$ cat src/rtl/if_id_queue.sv
// Fetch-to-decode instruction queue: small circular buffer of (PC, instruction)
// pairs with valid/ready on both sides and a synchronous flush for redirects.
`ifndef WORD_WIDTH
`define WORD_WIDTH 32
`endif

module if_id_queue #(
    parameter int WORD_WIDTH  = `WORD_WIDTH,
    parameter int INSTR_WIDTH = 32,
    parameter int DEPTH       = 4
) (
    input  logic                       CLK,
    input  logic                       RST,
    input  logic                       flush,
    input  logic                       in_valid,
    input  logic [WORD_WIDTH-1:0]      in_pc,
    input  logic [INSTR_WIDTH-1:0]     in_instr,
    output logic                       in_ready,
    output logic                       out_valid,
    output logic [WORD_WIDTH-1:0]      out_pc,
    output logic [INSTR_WIDTH-1:0]     out_instr,
    input  logic                       out_ready,
    output logic [$clog2(DEPTH):0]     count
);

    localparam int PTR_W = $clog2(DEPTH);
    localparam int CNT_W = PTR_W + 1;

    logic [WORD_WIDTH-1:0]  pc_mem    [DEPTH];
    logic [INSTR_WIDTH-1:0] instr_mem [DEPTH];

    logic [PTR_W-1:0] rd_ptr;
    logic [PTR_W-1:0] wr_ptr;
    logic [CNT_W-1:0] count_q;
    logic             push;
    logic             pop;

    // Handshake qualifiers depend only on registered occupancy.
    assign in_ready  = (count_q != CNT_W'(DEPTH));
    assign out_valid = (count_q != '0);
    assign push      = in_valid && in_ready;
    assign pop       = out_valid && out_ready;
    assign count     = count_q;

    always_ff @(posedge CLK) begin
        if (RST) begin
            rd_ptr  <= '0;
            wr_ptr  <= '0;
            count_q <= '0;
        end else if (flush) begin
            rd_ptr  <= '0;
            wr_ptr  <= '0;
            count_q <= '0;
        end else begin
            if (push)
                wr_ptr <= wr_ptr + 1'b1;
            if (pop)
                rd_ptr <= rd_ptr + 1'b1;
            if (push && !pop)
                count_q <= count_q + 1'b1;
            else if (pop && !push)
                count_q <= count_q - 1'b1;
        end
    end

    // Storage is never cleared; a flush or reset only drops the pointers.
    always_ff @(posedge CLK) begin
        if (push && !flush && !RST) begin
            pc_mem[wr_ptr]    <= in_pc;
            instr_mem[wr_ptr] <= in_instr;
        end
    end

    // Empty queue presents a zero PC and a NOP bubble rather than stale data.
    assign out_pc    = out_valid ? pc_mem[rd_ptr]    : '0;
    assign out_instr = out_valid ? instr_mem[rd_ptr] : '0;

endmodule

$ cat config.mk
export PLATFORM = sky130hd
export DESIGN_NAME = if_id_queue
export DESIGN_NICKNAME = d
export VERILOG_FILES = /design/src/rtl/if_id_queue.sv
export SDC_FILE = /design/constraint.sdc
export NUM_CORES = 1
export LEC_CHECK = 0
export BUFFER_PORTS_ARGS = -buffer_cell sky130_fd_sc_hd__buf_2
export CAP_MARGIN = 40
export CORE_MARGIN = 1.5
export CORE_UTILIZATION = 50
export DETAILED_ROUTE_END_ITERATION = 16
export PLACE_DENSITY = 0.77
export RECOVER_POWER = 25
export SETUP_SLACK_MARGIN = 0.02
export SYNTH_ARGS = -nofsm -noshare
export SYNTH_HDL_FRONTEND = slang
export SYNTH_SLANG_ARGS = --single-unit
$ cat constraint.sdc
create_clock -name CLK -period 2.58 [get_ports CLK]
set_clock_uncertainty 0.05 [all_clocks]
set_input_delay 0.645 -clock CLK [delete_from_list [all_inputs] [get_ports CLK]]
set_output_delay 0.645 -clock CLK [all_outputs]
set_load 0.01 [all_outputs]
-- Yosys cells after proc, flatten, opt, wreduce, memory -nomap -nowiden
Memories as Yosys holds them, arrays and structs flattened. A register that Yosys moved wholly into a read port is not among the register bits.
Cells that the tools add are included.
- reduce and logical (&&, ||, !) cells: 13
- equality and inequality tests: 1
- muxes and demuxes: 10
- add/subtract/negate cells: 4
- operator list (cell ; number):
    2-to-1 mux 32 bit ; 2
    2-to-1 mux 2 bit ; 4
    logical AND 1 bit ; 6
    2-to-1 mux 3 bit ; 2
    adder 2 x 1 -> 2 bit (second input constant) ; 2
    logical NOT 1 bit ; 4
    adder 3 x 1 -> 3 bit (second input constant) ; 1
    inequality test 3 bit (second input constant) ; 1
    nonzero test 3 bit ; 1
    subtractor 3 x 1 -> 3 bit (second input constant) ; 1
    2-to-1 mux 1 bit ; 2
    nonzero test 2 bit ; 1
    OR reduction 2 bit ; 1
- output and inout port bits: 69
- flip-flop bits (word level): 7
- bits in writable memories: 256
- input bits: 69
- logic and storage cells: 33
- memories kept: 2
- memories (name ; depth ; bits a word ; read ports ; clocked after Yosys merged registers in ; wr ports ; line ; text):
    instr_mem ; 4 ; 32 ; 1 ; 1 ; 1 ; 30 ; logic [INSTR_WIDTH-1:0] instr_mem [DEPTH];
    pc_mem ; 4 ; 32 ; 1 ; 1 ; 1 ; 29 ; logic [WORD_WIDTH-1:0] pc_mem [DEPTH];

-- Logic depth before layout (Yosys ltp)
- word-level depth: 6
- gate-level depth with buffers: 9

-- Least setup slack after synthesis
OpenSTA, ideal clock, no wires.
- path kind: flip-flop to flip-flop
- from: reg count_q[0], in the netlist count[0]
- to: reg count_q[2], in the netlist count[2]
- clock period less this slack: 2.292 ns
- buffers on the path: 1
- slack: 0.288 ns
- stages on the path, launching flop included: 10
- data required time: 2.460 ns
- arrival time: 2.172 ns
- cells stage by stage: dfxtp_1 > or3b_4 > and2_4 > buf_6 > ha_1 > inv_1 > fa_1 > xor2_1 > or3_2 > a21oi_1
- cells in the longest elaborated chain, start to end: 5
- elaborated cells between the ends (all ways): 13
- ends and longest elaborated chain (element ; line ; text):
    start, declared ; 34 ; logic [CNT_W-1:0] count_q;
    start signal, assigned ; 60 ; count_q <= count_q + 1'b1;
    start signal, assigned ; 62 ; count_q <= count_q - 1'b1;
    inequality test 3 bit * ; 39 ; assign in_ready = (count_q != CNT_W'(DEPTH));
    net in_ready ; 18 ; output logic in_ready,
    logical AND 1 bit * ; 41 ; assign push = in_valid && in_ready;
    net push ; 35 ; logic push;
    logical NOT 1 bit ; 61 ; else if (pop && !push)
    logical AND 1 bit ; 61 ;
    nonzero test 2 bit (no source line) ; -- ;
The timed path passes the listed nets; every way through them passes the cells marked *. The select of a mux whose other input is x is not followed.
A chain may end at the register's enable or synchronous reset.

==> impl_metrics.tcl <==
set metrics [dict create \
    multiInputGateArea_um2 2267 \
    fin_nets 699 \
    min_period_ns 2.676 \
    setup_slack_ns -0.09603 \
    seq_area_um2 7876 \
    synth_compound_area_share_pct 0.4312 \
    tns_ns -4.070 \
    report.power.total_w 0.009801 \
    p_switching_w 0.002065 \
    synth_mux_area_share_pct 14.29 \
    fillers 1302 \
    fmax_mhz 373.7 \
    start_util_pct 51.50 \
    coreArea_um2 19720 \
    overflow 0 \
    timing.final.max_slew_violations 0 \
    netlist-cell-type-count 26 \
    rows 51 \
    htreeDepth 1 \
    clk_pin_slew_worst_paths_ns 0.06 \
    drt_iter0_drc 309 \
    p_leak_nw 4.323 \
    status "finished with violations" \
    arrival_ns 1.98 \
    start_kind "register" \
    final_common_cell "edfxtp_1" \
    grt_pass1_vias 5339 \
    dieArea_um2 21170 \
    maxCapViolations 0 \
    clock_latency_ns 0.51 \
    first_pass_iters 4 \
    pwr-share-clk_pct 39.1 \
    cts-root-buf "clkbuf_16" \
    grt_use_total_pct 17.73 \
    internal-power_w 0.007736 \
    route.vias.total 4971 \
    antenna_found_initial 1 \
    placed_area_um2 11300 \
    cts.sinks 265 \
    grt_max_degree 65 \
    wl_per_cell_um 21.68 \
    ys_seq_elements 265 \
    worst_pin_slew_ns 0.4822 \
    synth_xor_area_share_pct 0.3450 \
    area_delta_synth_final_pct 26.37 \
    place_congestion 0.7256 \
    post-route-period-util_pct 103.7 \
    synth_area_per_cell_um2 22.37 \
    synth_cells 454 \
    holdWs_ns 0.2913 \
    required_ns 1.88 \
    drc_errors 0 \
    peakVddDrop_v 0.0006247 \
    diodes 0 \
    relSlewSlack_pct 67.73 \
    end_kind "output port" \
    grt_setup_unrepaired "true" \
    yosys.area_share.adder_pct 0.8132 \
    drive_gt1_share_pct 45.27 \
    comb_power_share_pct 11.9 \
    ys_seq_area_share_pct 77.48 \
    synth_nets 529 \
    seq_power_share_pct 49.0 \
    setup_viol 64 \
    violations "setup timing" \
    drt_wl_total_um 19730 \
    ant_nets 0 \
    ys_warn_count 0 \
    final_cell_mix "edfxtp_1 (256), mux4_2 (64), buf_2 (53)" \
    power_density_nw_per_um2 763.7 \
    synth-simple-area-share_pct 5.015 \
    clockBufferDepth 3 \
    synth_top_family_by_area "multiplexers" \
    swShare_pct 21.07 \
    crit_path_max_fanout 7 \
    fp.dieH_um 145.5 \
    cts_tree "yes" \
    port_buffers 137 \
    ios 138 \
    cts_buffers 27 \
    via_per_inst 5.463 \
    path_class "reg2out" \
    grt_pass1_wl_um 29080 \
    die_x_um 145.5 \
    syn-cell-area_um2 10150 \
    hpwlAfterDp_um 10670 \
    hp-class "in2reg" \
    hold_violations 0 \
    fin_area_um2 12830 \
]
[worst paths after layout]
check | startpoint | end | slack, ns | depth (start not counted)
min reg2reg | wr_ptr[0]$_SDFFE_PP0P_ | wr_ptr[0]$_SDFFE_PP0P_ | 0.47 | 2
min | in_instr[31] | instr_mem[3][31]$_DFFE_PP_ | 0.29 | 1
max reg2reg | count[1]$_SDFFE_PP0P_ | count[2]$_SDFFE_PP0P_ | 0.14 | 7
max | register | out_instr[13] | -0.1 | 5
[state kept, by name, summed over array words and instances (netlist names), named ones only]
register	cells
rd_ptr	2
count	3
wr_ptr	2
instr_mem	128
pc_mem	128
[cell type report]
type                       count  area share [%]
clock buffer                  32           5.411
inverter                       3         0.08775
clock inverter                18           1.492
tap                          265           2.584
timing repair buffer         164           11.38
sequential                   265           61.38
multi-input combinational    163           17.67
[cells in the mapped netlist]
cell type	n	area, um2
nand2_1	1	3.750
or3_2	1	7.510
edfxtp_1	256	7687
o31ai_1	1	7.510
dfxtp_1	9	180.2
ha_1	5	62.56
fa_1	1	20.02
clkbuf_1	9	33.78
inv_1	3	11.26
and2_1	64	400.4
o311ai_0	1	8.760
a21oi_1	1	5.000
or3b_4	1	11.26
xor2_1	4	35.03
or3_1	1	6.260
mux4_2	64	1441
nand4_1	2	12.51
nor2_1	6	22.52
mux2i_1	1	10.01
buf_6	8	90.09
o31ai_2	1	12.51
o21ai_0	2	10.01
and2_4	1	8.760
buf_2	6	30.03
or2_2	1	6.260
and3_2	4	30.03
[per-layer routing]
layer / share of wire (%) / global-route usage [%] / wire (um)
met3: 4.6 / 3.292 / 907
met2: 51 / 30.14 / 10060
met4: 1.6 / 5.255 / 321
met5: 0.051 / 0 / 10
met1: 43 / 23.56 / 8423
[cell families (layout without fill, tap and decap cells)]
family,Yosys count,in the layout
and+or+nand+nor,82,82
buffers and inverters,26,217
muxes,65,65
adders and majority gates,6,6
xor gates and xnor gates,4,4
DFF,265,265
AOI/OAI and AO/OA,6,6
[critical path, stage by stage, from the launching register on]
cell,delay [ns]
dfxtp_4,0.37
buf_12,0.15
buf_12,0.14
mux4_2,0.53
and2_4,0.16
buf_6,0.11
[power groups by stage]
| stage | Sequential [W] | Combinational, W | Clock [W] |
|---|---|---|---|
| 3_5_place_dp | 0.00490 | 0.000802 | 0 |
| 6_report | 0.00480 | 0.00117 | 0.00383 |
| 4_1_cts | 0.00480 | 0.000925 | 0.00390 |
| 2_1_floorplan | 0.00489 | 0.000446 | 0 |
| 3_3_place_gp | 0.00489 | 0.000778 | 0 |
| 5_1_grt | 0.00480 | 0.00124 | 0.00407 |
[repair_timing]
| action | CTS | global route |
|---|---|---|
| endpoints found under the setup margin | 64 | 64 |
| buffers inserted | 3 | 4 |
| resized for setup | 39 | 75 |
| hold buffers | 0 | 0 |
| pin swaps | 0 | 44 |
| gates cloned | 2 | 6 |
[per-stage QoR]
stage / instances / util [%] / setup WS (ns)
after floorplan: 454 / - / 0.2883
after global placement: 847 / 57.29 / 0.2516
after detailed placement: 847 / 57.29 / 0.1283
after CTS: 902 / 63.12 / -0.1938
after global routing: 910 / 65.08 / -0.1584
final: 910 / 65.08 / -0.09603
(Power assumes the default switching activity.)
